--- src/rtl/uartb_frame_rx_pkg.sv ---
// uartb_pkg: shared types and constants for the UARTB receive framing stage.
//   frame_state_e : framing FSM states (IDLE, LEN, PAYLOAD, CSUM)
//   SOF_DEFAULT   : default start-of-frame marker byte
//   csum_add      : modulo-256 checksum accumulation
package uartb_pkg;

    typedef enum logic [1:0] {
        ST_IDLE    = 2'd0,
        ST_LEN     = 2'd1,
        ST_PAYLOAD = 2'd2,
        ST_CSUM    = 2'd3
    } frame_state_e;

    localparam logic [7:0] SOF_DEFAULT = 8'h7E;

    // Frame checksum is a plain byte sum; a valid frame sums to zero.
    function automatic logic [7:0] csum_add(input logic [7:0] acc, input logic [7:0] data);
        return acc + data;
    endfunction

endpackage

--- src/rtl/uartb_frame_rx_if.sv ---
// uartb_frame_rx_if: byte-stream input and committed-payload read side of the
// UARTB receive framing stage.
//   rx_data/rx_stb : received byte and its one-cycle strobe
//   rd             : pop the payload FIFO head
//   dout/empty/count : show-ahead FIFO head, empty flag, committed byte count
//   frame_ok/frame_err : one-cycle frame outcome pulses
//   err_count      : saturating discarded-frame counter
// master modport drives the byte stream and rd; slave modport is the framer.
interface uartb_frame_rx_if #(
    parameter int DEPTH = 16
);
    localparam int CW = $clog2(DEPTH) + 1;

    logic [7:0]    rx_data;
    logic          rx_stb;
    logic          rd;
    logic [7:0]    dout;
    logic          empty;
    logic [CW-1:0] count;
    logic          frame_ok;
    logic          frame_err;
    logic [7:0]    err_count;

    modport master (
        output rx_data, rx_stb, rd,
        input  dout, empty, count, frame_ok, frame_err, err_count
    );

    modport slave (
        input  rx_data, rx_stb, rd,
        output dout, empty, count, frame_ok, frame_err, err_count
    );
endinterface

--- src/rtl/uartb_frame_rx_fifo.sv ---
// uartb_rollback_fifo: payload FIFO whose write side is speculative until
// committed. Bytes pushed after the last commit are invisible to the reader and
// can be discarded by rolling wr_ptr back to the position marked at frame start.
//   clk, reset : clock, synchronous active-high reset
//   push/push_data : write one byte at wr_ptr
//   mark       : remember wr_ptr as the start of the current frame
//   commit     : publish everything written so far to the reader
//   rollback   : discard bytes written since the last mark
//   pop        : advance the read pointer (ignored when nothing committed)
//   dout       : show-ahead head byte; count : committed unread bytes
//   full       : written-but-unread bytes (committed or not) equals DEPTH
module uartb_rollback_fifo #(
    parameter int  DEPTH = 16,
    localparam int AW    = $clog2(DEPTH),
    localparam int PW    = AW + 1
) (
    input  logic          clk,
    input  logic          reset,
    input  logic          push,
    input  logic [7:0]    push_data,
    input  logic          mark,
    input  logic          commit,
    input  logic          rollback,
    input  logic          pop,
    output logic [7:0]    dout,
    output logic [PW-1:0] count,
    output logic          full
);
    localparam logic [PW-1:0] PTR_ONE = PW'(1);
    localparam logic [PW-1:0] DEPTH_C = PW'(DEPTH);

    logic [7:0]    mem_r [DEPTH];
    logic [PW-1:0] rd_ptr_r;
    logic [PW-1:0] wr_ptr_r;
    logic [PW-1:0] wr_commit_r;
    logic [PW-1:0] wr_start_r;

    // Payload storage; no reset needed, readers only see committed entries.
    always_ff @(posedge clk) begin
        if (push) begin
            mem_r[wr_ptr_r[AW-1:0]] <= push_data;
        end
    end

    // Pointer bookkeeping; the extra MSB distinguishes full from empty on wrap.
    always_ff @(posedge clk) begin
        if (reset) begin
            rd_ptr_r    <= {PW{1'b0}};
            wr_ptr_r    <= {PW{1'b0}};
            wr_commit_r <= {PW{1'b0}};
            wr_start_r  <= {PW{1'b0}};
        end else begin
            if (rollback) begin
                wr_ptr_r <= wr_start_r;
            end else if (push) begin
                wr_ptr_r <= wr_ptr_r + PTR_ONE;
            end
            if (mark) begin
                wr_start_r <= wr_ptr_r;
            end
            if (commit) begin
                wr_commit_r <= wr_ptr_r;
            end
            if (pop && (count != {PW{1'b0}})) begin
                rd_ptr_r <= rd_ptr_r + PTR_ONE;
            end
        end
    end

    assign count = wr_commit_r - rd_ptr_r;
    assign full  = ((wr_ptr_r - rd_ptr_r) == DEPTH_C);
    assign dout  = mem_r[rd_ptr_r[AW-1:0]];

endmodule

--- src/rtl/uartb_frame_rx.sv ---
// uartb_frame_rx: receive framing stage behind the UARTB receiver. Hunts for
// SOF, parses LEN, payload and a zero-sum checksum byte; payload becomes
// readable only once the checksum passes, otherwise it is rolled back.
//   clk, reset : clock, synchronous active-high reset
//   bus        : uartb_frame_rx_if.slave (byte stream in, FIFO read side out)
// Optional build macro UARTB_FRAME_TIMEOUT_EN adds an inter-byte timeout of
// TIMEOUT cycles that aborts a stalled frame.
module uartb_frame_rx
    import uartb_pkg::*;
#(
    parameter int         DEPTH   = 16,
    parameter logic [7:0] SOF     = SOF_DEFAULT,
    parameter int         MAXLEN  = 16,
    parameter int         TIMEOUT = 2500
) (
    input  logic                  clk,
    input  logic                  reset,
    uartb_frame_rx_if.slave       bus
);
    localparam int         CW       = $clog2(DEPTH) + 1;
    localparam logic [8:0] MAXLEN_C = 9'(MAXLEN);

    frame_state_e  state_r, state_s;
    logic [7:0]    remaining_r, remaining_s;
    logic [7:0]    sum_r, sum_s;
    logic          push_s, mark_s, commit_s, rollback_s, ok_s, err_s;
    logic          pop_s, full_s, empty_s, tmo_hit_s;
    logic [CW-1:0] count_s;
    logic          frame_ok_r, frame_err_r;
    logic [7:0]    err_count_r;

    uartb_rollback_fifo #(.DEPTH(DEPTH)) u_fifo (
        .clk       (clk),
        .reset     (reset),
        .push      (push_s),
        .push_data (bus.rx_data),
        .mark      (mark_s),
        .commit    (commit_s),
        .rollback  (rollback_s),
        .pop       (pop_s),
        .dout      (bus.dout),
        .count     (count_s),
        .full      (full_s)
    );

`ifdef UARTB_FRAME_TIMEOUT_EN
    localparam int TW = $clog2(TIMEOUT + 1);
    logic [TW-1:0] tmo_r;

    // Inter-byte timer: restarts on every byte, idles at zero outside a frame.
    always_ff @(posedge clk) begin
        if (reset) begin
            tmo_r <= {TW{1'b0}};
        end else if (bus.rx_stb || (state_r == ST_IDLE)) begin
            tmo_r <= {TW{1'b0}};
        end else if (tmo_r != TW'(TIMEOUT)) begin
            tmo_r <= tmo_r + TW'(1);
        end
    end

    assign tmo_hit_s = (state_r != ST_IDLE) && (tmo_r == TW'(TIMEOUT));
`else
    assign tmo_hit_s = 1'b0;
`endif

    assign empty_s = (count_s == {CW{1'b0}});
    assign pop_s   = bus.rd & ~empty_s;

    // Framer state and datapath registers.
    always_ff @(posedge clk) begin
        if (reset) begin
            state_r     <= ST_IDLE;
            remaining_r <= 8'd0;
            sum_r       <= 8'd0;
        end else begin
            state_r     <= state_s;
            remaining_r <= remaining_s;
            sum_r       <= sum_s;
        end
    end

    // Next-state decode and FIFO control for each received byte.
    always_comb begin
        state_s     = state_r;
        remaining_s = remaining_r;
        sum_s       = sum_r;
        push_s      = 1'b0;
        mark_s      = 1'b0;
        commit_s    = 1'b0;
        rollback_s  = 1'b0;
        ok_s        = 1'b0;
        err_s       = 1'b0;
        if (tmo_hit_s) begin
            // Nothing has been written yet while in LEN, so only later states
            // need the write pointer restored.
            err_s      = 1'b1;
            rollback_s = (state_r == ST_PAYLOAD) || (state_r == ST_CSUM);
            state_s    = ST_IDLE;
        end else if (bus.rx_stb) begin
            case (state_r)
                ST_IDLE: begin
                    if (bus.rx_data == SOF) begin
                        state_s = ST_LEN;
                    end else begin
                        state_s = ST_IDLE;
                    end
                end
                ST_LEN: begin
                    sum_s = bus.rx_data;
                    if ((bus.rx_data == 8'd0) || ({1'b0, bus.rx_data} > MAXLEN_C)) begin
                        err_s   = 1'b1;
                        state_s = ST_IDLE;
                    end else begin
                        mark_s      = 1'b1;
                        remaining_s = bus.rx_data;
                        state_s     = ST_PAYLOAD;
                    end
                end
                ST_PAYLOAD: begin
                    if (full_s) begin
                        rollback_s = 1'b1;
                        err_s      = 1'b1;
                        state_s    = ST_IDLE;
                    end else begin
                        push_s      = 1'b1;
                        sum_s       = csum_add(sum_r, bus.rx_data);
                        remaining_s = remaining_r - 8'd1;
                        if (remaining_r == 8'd1) begin
                            state_s = ST_CSUM;
                        end else begin
                            state_s = ST_PAYLOAD;
                        end
                    end
                end
                ST_CSUM: begin
                    state_s = ST_IDLE;
                    if (csum_add(sum_r, bus.rx_data) == 8'd0) begin
                        commit_s = 1'b1;
                        ok_s     = 1'b1;
                    end else begin
                        rollback_s = 1'b1;
                        err_s      = 1'b1;
                    end
                end
                default: begin
                    state_s = ST_IDLE;
                end
            endcase
        end else begin
            state_s = state_r;
        end
    end

    // Outcome pulses and the saturating discarded-frame counter.
    always_ff @(posedge clk) begin
        if (reset) begin
            frame_ok_r  <= 1'b0;
            frame_err_r <= 1'b0;
            err_count_r <= 8'd0;
        end else begin
            frame_ok_r  <= ok_s;
            frame_err_r <= err_s;
            if (err_s && (err_count_r != 8'hFF)) begin
                err_count_r <= err_count_r + 8'd1;
            end
        end
    end

    assign bus.count     = count_s;
    assign bus.empty     = empty_s;
    assign bus.frame_ok  = frame_ok_r;
    assign bus.frame_err = frame_err_r;
    assign bus.err_count = err_count_r;

endmodule

--- src/flat_wrapper.sv ---
// flat-port wrapper written by rule: the top's interface ports become plain ports
module uartb_frame_rx_flat import uartb_pkg::*;
#(
    parameter int         DEPTH   = 16,
    parameter logic [7:0] SOF     = SOF_DEFAULT,
    parameter int         MAXLEN  = 16,
    parameter int         TIMEOUT = 2500
)
  (clk, reset, bus_rx_data, bus_rx_stb, bus_rd, bus_dout, bus_empty, bus_count, bus_frame_ok, bus_frame_err, bus_err_count);
  uartb_frame_rx_if #(.DEPTH(DEPTH)) bus_i ();
  input  logic clk;
  input  logic reset;
  input wire logic [$bits(bus_i.rx_data)-1:0] bus_rx_data;
  input wire logic [$bits(bus_i.rx_stb)-1:0] bus_rx_stb;
  input wire logic [$bits(bus_i.rd)-1:0] bus_rd;
  output wire logic [$bits(bus_i.dout)-1:0] bus_dout;
  output wire logic [$bits(bus_i.empty)-1:0] bus_empty;
  output wire logic [$bits(bus_i.count)-1:0] bus_count;
  output wire logic [$bits(bus_i.frame_ok)-1:0] bus_frame_ok;
  output wire logic [$bits(bus_i.frame_err)-1:0] bus_frame_err;
  output wire logic [$bits(bus_i.err_count)-1:0] bus_err_count;
  assign bus_i.rx_data = bus_rx_data;
  assign bus_i.rx_stb = bus_rx_stb;
  assign bus_i.rd = bus_rd;
  assign bus_dout = bus_i.dout;
  assign bus_empty = bus_i.empty;
  assign bus_count = bus_i.count;
  assign bus_frame_ok = bus_i.frame_ok;
  assign bus_frame_err = bus_i.frame_err;
  assign bus_err_count = bus_i.err_count;
  uartb_frame_rx #(.DEPTH(DEPTH), .SOF(SOF), .MAXLEN(MAXLEN), .TIMEOUT(TIMEOUT)) u_core (.clk(clk), .reset(reset), .bus(bus_i));
endmodule
--- config.mk ---
export PLATFORM = sky130hd
export DESIGN_NAME = uartb_frame_rx_flat
export DESIGN_NICKNAME = d
export VERILOG_FILES = /design/src/rtl/uartb_frame_rx_pkg.sv /design/src/rtl/uartb_frame_rx_if.sv /design/src/rtl/uartb_frame_rx_fifo.sv /design/src/rtl/uartb_frame_rx.sv /design/src/flat_wrapper.sv
export SDC_FILE = /design/constraint.sdc
export NUM_CORES = 1
export LEC_CHECK = 0
export ABC_AREA = 0
export BUFFER_PORTS_ARGS = -buffer_cell sky130_fd_sc_hd__buf_2
export CORE_MARGIN = 5
export CORE_UTILIZATION = 45
export DETAILED_ROUTE_END_ITERATION = 8
export PLACE_DENSITY = 0.64
export SLEW_MARGIN = 25
export SYNTH_ARGS = -nofsm -noshare
export SYNTH_HDL_FRONTEND = slang
export SYNTH_SLANG_ARGS = --single-unit
--- constraint.sdc ---
create_clock -name clk -period 5.27 [get_ports clk]
set_input_delay 0.527 -clock clk [delete_from_list [all_inputs] [get_ports clk]]
set_output_delay 0.527 -clock clk [all_outputs]
set_load 0.1 [all_outputs]
== Word-level counts from Yosys, hierarchy flattened ==
Memories as Yosys holds them, arrays and structs flattened. A register that Yosys moved wholly into a read port is not among the register bits.
Cells that the tools add are included.
W data, S select, Z words.

* Bits in registers: 48
* Bits in writable memories: 128
* Input port bits: 12
* Output and inout port bits: 24
* Logic and storage cells: 74
* Memories kept: 1

{| class="wikitable"
|+ Memories
! memory !! depth !! width !! read ports !! clocked after memory_dff !! write ports !! RTL line !! source
|-
| u_core.u_fifo.mem_r || 16 || 8 || 1 || 1 || 1 || uartb_frame_rx_fifo.sv:32 || <nowiki>logic [7:0] mem_r [DEPTH];</nowiki>
|}

* Add/sub/neg operators: 7
* Order comparisons: 1
* Eq/ne operators: 9
* Mux-type cells: 32
* Bitwise logic cells: 2
* Reductions and logical operators: 12

{| class="wikitable"
|+ Operators with widths
! cell !! number
|-
| $pmux W8 S2 || 2
|-
| $mux W8 || 3
|-
| $mux W1 || 18
|-
| $logic_not A8 Y1 || 2
|-
| $add A5 B1 Y5 const B || 2
|-
| $mux W5 || 2
|-
| $sub A5 B5 Y5 || 2
|-
| $add A8 B1 Y8 const B || 1
|-
| $add A8 B8 Y8 || 1
|-
| $eq A8 B1 Y1 const B || 1
|-
| $eq A8 B7 Y1 const B || 1
|-
| $gt A8 B5 Y1 const B || 1
|-
| $mux W4 || 2
|-
| $ne A8 B8 Y1 const B || 1
|-
| $pmux W2 S4 || 1
|-
| $sub A8 B1 Y8 const B || 1
|-
| $eq A5 B5 Y1 const B || 1
|-
| $logic_not A5 Y1 || 1
|-
| $reduce_bool A5 Y1 || 1
|-
| $eq A2 B2 Y1 const B || 2
|-
| $mux W2 || 2
|-
| $ne A2 B2 Y1 const B || 2
|-
| $reduce_and A4 Y1 || 1
|-
| $reduce_bool A2 Y1 || 2
|-
| other kinds (9) || 10
|}

== Longest topological paths before layout ==
* Depth after elaboration: 7
* Mapped depth: 10
* Mapped depth without buffers: 10

== Modules after synthesis ==
A second synthesis with hierarchy kept.

* Cell total of the unflattened synthesis: 602
* Area, all modules: 8290.5 µm²

{| class="wikitable"
|+ By module, submodules not included
! module !! instances !! cells an instance !! area each (µm²) !! sequential area each (µm²)
|-
| uartb_rollback_fifo || 1 || 351 || 6358.6 || 4324.1
|-
| uartb_frame_rx || 1 || 251 || 1931.9 || 560.5
|}

== Worst setup path before layout ==
Ideal clock, no wire load.

* Path kind: reg-to-output
* From: register u_core.u_fifo.rd_ptr_r[0]
* To: output port bus_empty
* Arrival time: 4.190 ns
* Slack: 0.553 ns
* Cell stages (with the launch flop): 8
* Path buffers: 0
* Path through: dfxtp_1 > ha_1 > fa_1 > inv_1 > a21o_1 > a21oi_1 > xnor2_1 > nor3_1

* Cells in the longest elaborated chain, start to end: 2

{| class="wikitable"
|+ RTL lines
! item !! RTL line !! source
|-
| start: declaration || uartb_frame_rx_fifo.sv:33 || <nowiki>logic [PW-1:0] rd_ptr_r;</nowiki>
|-
| start signal: assignment || uartb_frame_rx_fifo.sv:48 || <nowiki>rd_ptr_r <= {PW{1'b0}};</nowiki>
|-
| start signal: assignment || uartb_frame_rx_fifo.sv:65 || <nowiki>rd_ptr_r <= rd_ptr_r + PTR_ONE;</nowiki>
|-
| $sub A5 B5 Y5 || uartb_frame_rx_fifo.sv:70 || <nowiki>assign count = wr_commit_r - rd_ptr_r;</nowiki>
|-
| named net bus_count[4] || flat_wrapper.sv:18 || <nowiki>output wire logic [$bits(bus_i.count)-1:0] bus_count;</nowiki>
|-
| $logic_not A5 Y1 || uartb_frame_rx.sv:66 || <nowiki>assign empty_s = (count_s == {CW{1'b0}});</nowiki>
|-
| end: declaration || flat_wrapper.sv:17 || <nowiki>output wire logic [$bits(bus_i.empty)-1:0] bus_empty;</nowiki>
|}

The timed path passes the listed nets, and every way through them passes these cells.

==> impl_metrics.xml <==
<?xml version="1.0" encoding="UTF-8"?>
<metrics>
  <group name="run_status">
    <metric name="outcome" unit="">complete, no violations</metric>
  </group>
  <group name="yosys">
    <metric name="synth.ff_latch_count" unit="">180</metric>
    <metric name="synthesized_cell_area" unit="mm^2">0.008197</metric>
    <metric name="synthCells" unit="">593</metric>
    <metric name="yosysSeqAreaShare" unit="%">59.59</metric>
    <metric name="yosysWarningCount" unit="">0</metric>
    <metric name="avgSynthCellArea" unit="um^2">13.82</metric>
    <metric name="ys_async_sr_fraction" unit="%">0</metric>
    <metric name="ys_types" unit="">56</metric>
    <metric name="synthFlopType" unit="">edfxtp_1</metric>
    <metric name="synth_enable_flop_cells" unit="">128</metric>
    <metric name="synth_nets" unit="">634</metric>
  </group>
  <group name="critical_path">
    <metric name="worst_r2r_path_depth" unit="">7</metric>
    <metric name="critical_path.reg2reg.endpoint" unit="">u_core.u_fifo.mem_r[11][6]$_DFFE_PP_</metric>
    <metric name="required" unit="ps">4740</metric>
    <metric name="critPathMostFrequentCell" unit="">mux4_2</metric>
    <metric name="worst_setup_path_start_kind" unit="">register</metric>
    <metric name="start_to_end_type_of_the_worst_setup_path" unit="">register to output port</metric>
    <metric name="regToRegStartpoint" unit="">u_core.u_fifo.wr_ptr_r[2]$_SDFFE_PP0P_</metric>
    <metric name="r2r_slack" unit="ps">1770</metric>
    <metric name="worstPathCellList" unit="">buf_4 &gt; mux4_2 &gt; mux4_2 &gt; buf_2</metric>
    <metric name="cp_slowest_stage_delay" unit="ps">870</metric>
    <metric name="critPathCaptureType" unit="">output port</metric>
    <metric name="cp_data_arrival_time" unit="ps">3020</metric>
    <metric name="critical_path.max_fanout" unit="">23</metric>
    <metric name="cp_slowest_cell" unit="">dfxtp_2</metric>
  </group>
  <group name="job">
    <metric name="drv.max_cap_violation_count" unit="">0</metric>
  </group>
  <group name="route">
    <metric name="first_pass_iters" unit="">5</metric>
    <metric name="met2RoutedLength" unit="um">8687</metric>
    <metric name="met1_length" unit="um">7962</metric>
    <metric name="route.detailed.vias_per_inst" unit="">5.766</metric>
    <metric name="drt_iter0_drc" unit="">235</metric>
    <metric name="drc" unit="">0</metric>
    <metric name="final_antenna_net_count" unit="">0</metric>
    <metric name="met3RoutedLength" unit="um">1025</metric>
    <metric name="top_layer" unit="">met4</metric>
    <metric name="wl" unit="um">17930</metric>
    <metric name="routed_wire_length_per_instance" unit="um">20.61</metric>
    <metric name="detailroute.via_count" unit="">5016</metric>
  </group>
  <group name="cts">
    <metric name="post_cts_resize_count" unit="">0</metric>
    <metric name="clkLatencyLatePin" unit="ps">430</metric>
    <metric name="cts.htree.levels" unit="">4</metric>
    <metric name="postCtsSetupBuffers" unit="">0</metric>
    <metric name="cts_buffer_depth" unit="">2</metric>
    <metric name="cts-buffers-inserted" unit="">17</metric>
    <metric name="clk_root_buffer_cell" unit="">clkbuf_16</metric>
    <metric name="cts_num_sinks" unit="">180</metric>
    <metric name="cts_hold_bufs" unit="">0</metric>
    <metric name="clk_slew_on_worst_s_h_paths" unit="ps">70</metric>
    <metric name="cts_tree" unit="">built</metric>
  </group>
  <group name="power_and_ir_drop">
    <metric name="p_seq_share" unit="%">41.2</metric>
    <metric name="power_switching_share" unit="%">33.53</metric>
    <metric name="cellPowerDensity" unit="mW/mm^2">411.7</metric>
    <metric name="power_frac_clock" unit="%">34.3</metric>
    <metric name="peakVddDrop" unit="uV">803.1</metric>
    <metric name="overall_power_after_layout" unit="uW">3813</metric>
    <metric name="power.share.combinational" unit="%">24.4</metric>
    <metric name="power.net_switching" unit="uW">1278</metric>
    <metric name="cellInternalPower" unit="uW">2534</metric>
    <metric name="power_leakage" unit="uW">0.003123</metric>
  </group>
  <group name="finish">
    <metric name="antenna-diode-count" unit="">0</metric>
    <metric name="layout_commonest_cell" unit="">edfxtp_1</metric>
    <metric name="syn2layout_area_growth" unit="%">12.98</metric>
    <metric name="mostFrequentLayoutCells" unit="">edfxtp_1 (128), nor2_1 (54), dfxtp_1 (51), mux4_2 (40), buf_2 (35)</metric>
    <metric name="stdcell_count" unit="">870</metric>
    <metric name="nets" unit="">669</metric>
    <metric name="post_route_cells_drive_above_1_share" unit="%">22.31</metric>
  </group>
  <group name="hold_path">
    <metric name="hold_path_end" unit="">u_core.u_fifo.wr_start_r[0]$_SDFFE_PP0P_</metric>
    <metric name="hp-class" unit="">register to register</metric>
    <metric name="hold_path_depth" unit="">2</metric>
    <metric name="worst_hold_startpoint" unit="">u_core.u_fifo.wr_start_r[0]$_SDFFE_PP0P_</metric>
  </group>
  <group name="sta">
    <metric name="fin_crit_sh" unit="%">67.29</metric>
    <metric name="finalSetupViolations" unit="">0</metric>
    <metric name="fin_crit" unit="ps">3546</metric>
    <metric name="worst_clock_skew" unit="ps">9.866</metric>
    <metric name="hold_violations" unit="">0</metric>
    <metric name="timing_max_transition_violations_final" unit="">0</metric>
    <metric name="max_slew.worst_pin.slew" unit="ps">1098</metric>
    <metric name="max_slew_margin" unit="%">26.41</metric>
    <metric name="fmax" unit="MHz">282.0</metric>
    <metric name="setup_tns" unit="ps">0</metric>
    <metric name="hold_slack" unit="ps">488.8</metric>
    <metric name="grt_setup_unrepaired" unit="">false</metric>
  </group>
  <group name="die">
    <metric name="die-width" unit="um">145.0</metric>
    <metric name="core.rowCount" unit="">49</metric>
    <metric name="core-area" unit="mm^2">0.01796</metric>
    <metric name="initial_core_util" unit="%">45.63</metric>
    <metric name="chipHeight" unit="um">145.0</metric>
    <metric name="fp.dieArea" unit="mm^2">0.02101</metric>
    <metric name="io_pins" unit="">36</metric>
  </group>
  <group name="grt">
    <metric name="grtUsageTotal" unit="%">17.32</metric>
    <metric name="grt_first_pass_wirelength" unit="um">28520</metric>
    <metric name="grt_start_max_net_pins" unit="">53</metric>
    <metric name="grt_pass1_vias" unit="">5164</metric>
    <metric name="grt_antenna_before_repair" unit="">0</metric>
    <metric name="globalRoute.totalOverflow" unit="">0</metric>
  </group>
  <group name="place">
    <metric name="place.detailed.hpwl" unit="um">11850</metric>
    <metric name="place_congestion" unit="">0.8878</metric>
    <metric name="io_buffers" unit="">35</metric>
    <metric name="place.detailed.instances" unit="">838</metric>
  </group>
</metrics>
metrics by stage:
| step | setup WS [ps] | utilization (%) | area [um^2] |
|---|---|---|---|
| floorplan | 552.9 | - | 8197 |
| global placement | 1674 | 48.05 | 8631 |
| detailed placement | 1522 | 48.06 | 8633 |
| CTS | 1598 | 51.47 | 9245 |
| global route | 1497 | 51.55 | 9260 |
| finish | 1724 | 51.55 | 9260 |
power by group through the flow:
stage,clock [uW],sequential [uW],combinational (uW)
finish,1310,1570,931
global route,1390,1580,981
CTS,1330,1580,934
detailed placement,0,1610,932
global placement,0,1610,916
floorplan,0,1570,804
sequential cells by signal, indices dropped and copies added, names as in the netlist, named ones only:
register                   flops
u_core.bus.err_count           8
u_core.u_fifo.wr_commit_r      5
u_core.state_r                 2
u_core.bus.frame_err           1
u_core.u_fifo.rd_ptr_r         5
u_core.u_fifo.wr_start_r       5
u_core.u_fifo.wr_ptr_r         5
u_core.u_fifo.mem_r          128
u_core.remaining_r             8
u_core.sum_r                   8
u_core.bus.frame_ok            1
metal layers:
metal	vias up	track usage, %
met5	-	0
met3	23	4.241
li1	2331	-
met4	0	5.414
met1	2506	23.30
met2	156	27.93
cells in the mapped netlist, types with 2 or more instances:
| cell | instances | area, um^2 |
|---|---|---|
| mux4_2 | 40 | 900.9 |
| nand2_1 | 33 | 123.9 |
| mux2i_1 | 18 | 180.2 |
| inv_1 | 25 | 93.84 |
| buf_1 | 7 | 26.28 |
| xor2_1 | 9 | 78.83 |
| or4_4 | 2 | 22.52 |
| nand4_1 | 3 | 18.77 |
| ha_1 | 27 | 337.8 |
| nor3b_1 | 2 | 15.01 |
| a311oi_1 | 2 | 17.52 |
| fa_1 | 2 | 40.04 |
| or3_1 | 3 | 18.77 |
| nand3_1 | 7 | 35.03 |
| nor4_1 | 3 | 18.77 |
| or4_1 | 3 | 22.52 |
| edfxtp_1 | 128 | 3844 |
| mux2_2 | 8 | 90.09 |
| nor3_1 | 8 | 40.04 |
| a211oi_1 | 15 | 112.6 |
| clkbuf_1 | 18 | 67.56 |
| and3b_1 | 5 | 43.79 |
| and3_1 | 3 | 18.77 |
| o21bai_1 | 2 | 15.01 |
| a21oi_1 | 31 | 155.2 |
| xnor2_1 | 8 | 70.07 |
| nor2b_1 | 12 | 75.07 |
| o21ai_0 | 8 | 40.04 |
| nand2b_1 | 8 | 50.05 |
| and2_1 | 5 | 31.28 |
| o31ai_1 | 5 | 37.54 |
| nor2_1 | 59 | 221.5 |
| o211ai_1 | 2 | 15.01 |
| or2_2 | 2 | 12.51 |
| dfxtp_1 | 52 | 1041 |
| o22ai_1 | 7 | 43.79 |
| a21o_1 | 2 | 15.01 |
cell families (layout without fill, tap and decap cells):
kind of cell	after synthesis	after routing	share of synthesized area [%]
AOI/OAI and AO/OA	87	87	7.236
and+or+nand+nor	164	164	10.17
xor gates and xnor gates	17	17	1.817
muxes	66	66	14.29
DFF	180	180	59.59
adders and majority gates	29	29	4.610
buffers and inverters	50	98	2.290
worst max-delay path, delay by kind of cell, from the launching register on:
kind,cells,cell delay [ps]
buffers and inverters,2,690
flip-flops,1,870
multiplexers,2,1020
cell type report:
type	instances	area [um^2]
clock buffers	17	425.4
clock inverters	15	186.4
fillers	1522	8703
inverters	25	93.84
multi-input cells	363	3162
flip-flops and latches	180	4886
well taps	229	286.5
repair buffers	41	220.2
how the worst max path moves through the flow:
stage,endpoint,depth (start not counted),slack (ps)
floorplan,bus_empty,7,550
global placement,u_core.u_fifo.wr_ptr_r[4]$_SDFFE_PP0P_,11,1670
detailed placement,u_core.u_fifo.wr_ptr_r[4]$_SDFFE_PP0P_,11,1520
CTS,bus_dout[4],4,1600
global route,bus_dout[3],4,1500
finish,bus_dout[4],4,1720
Power figures use the tool's default switching activity.
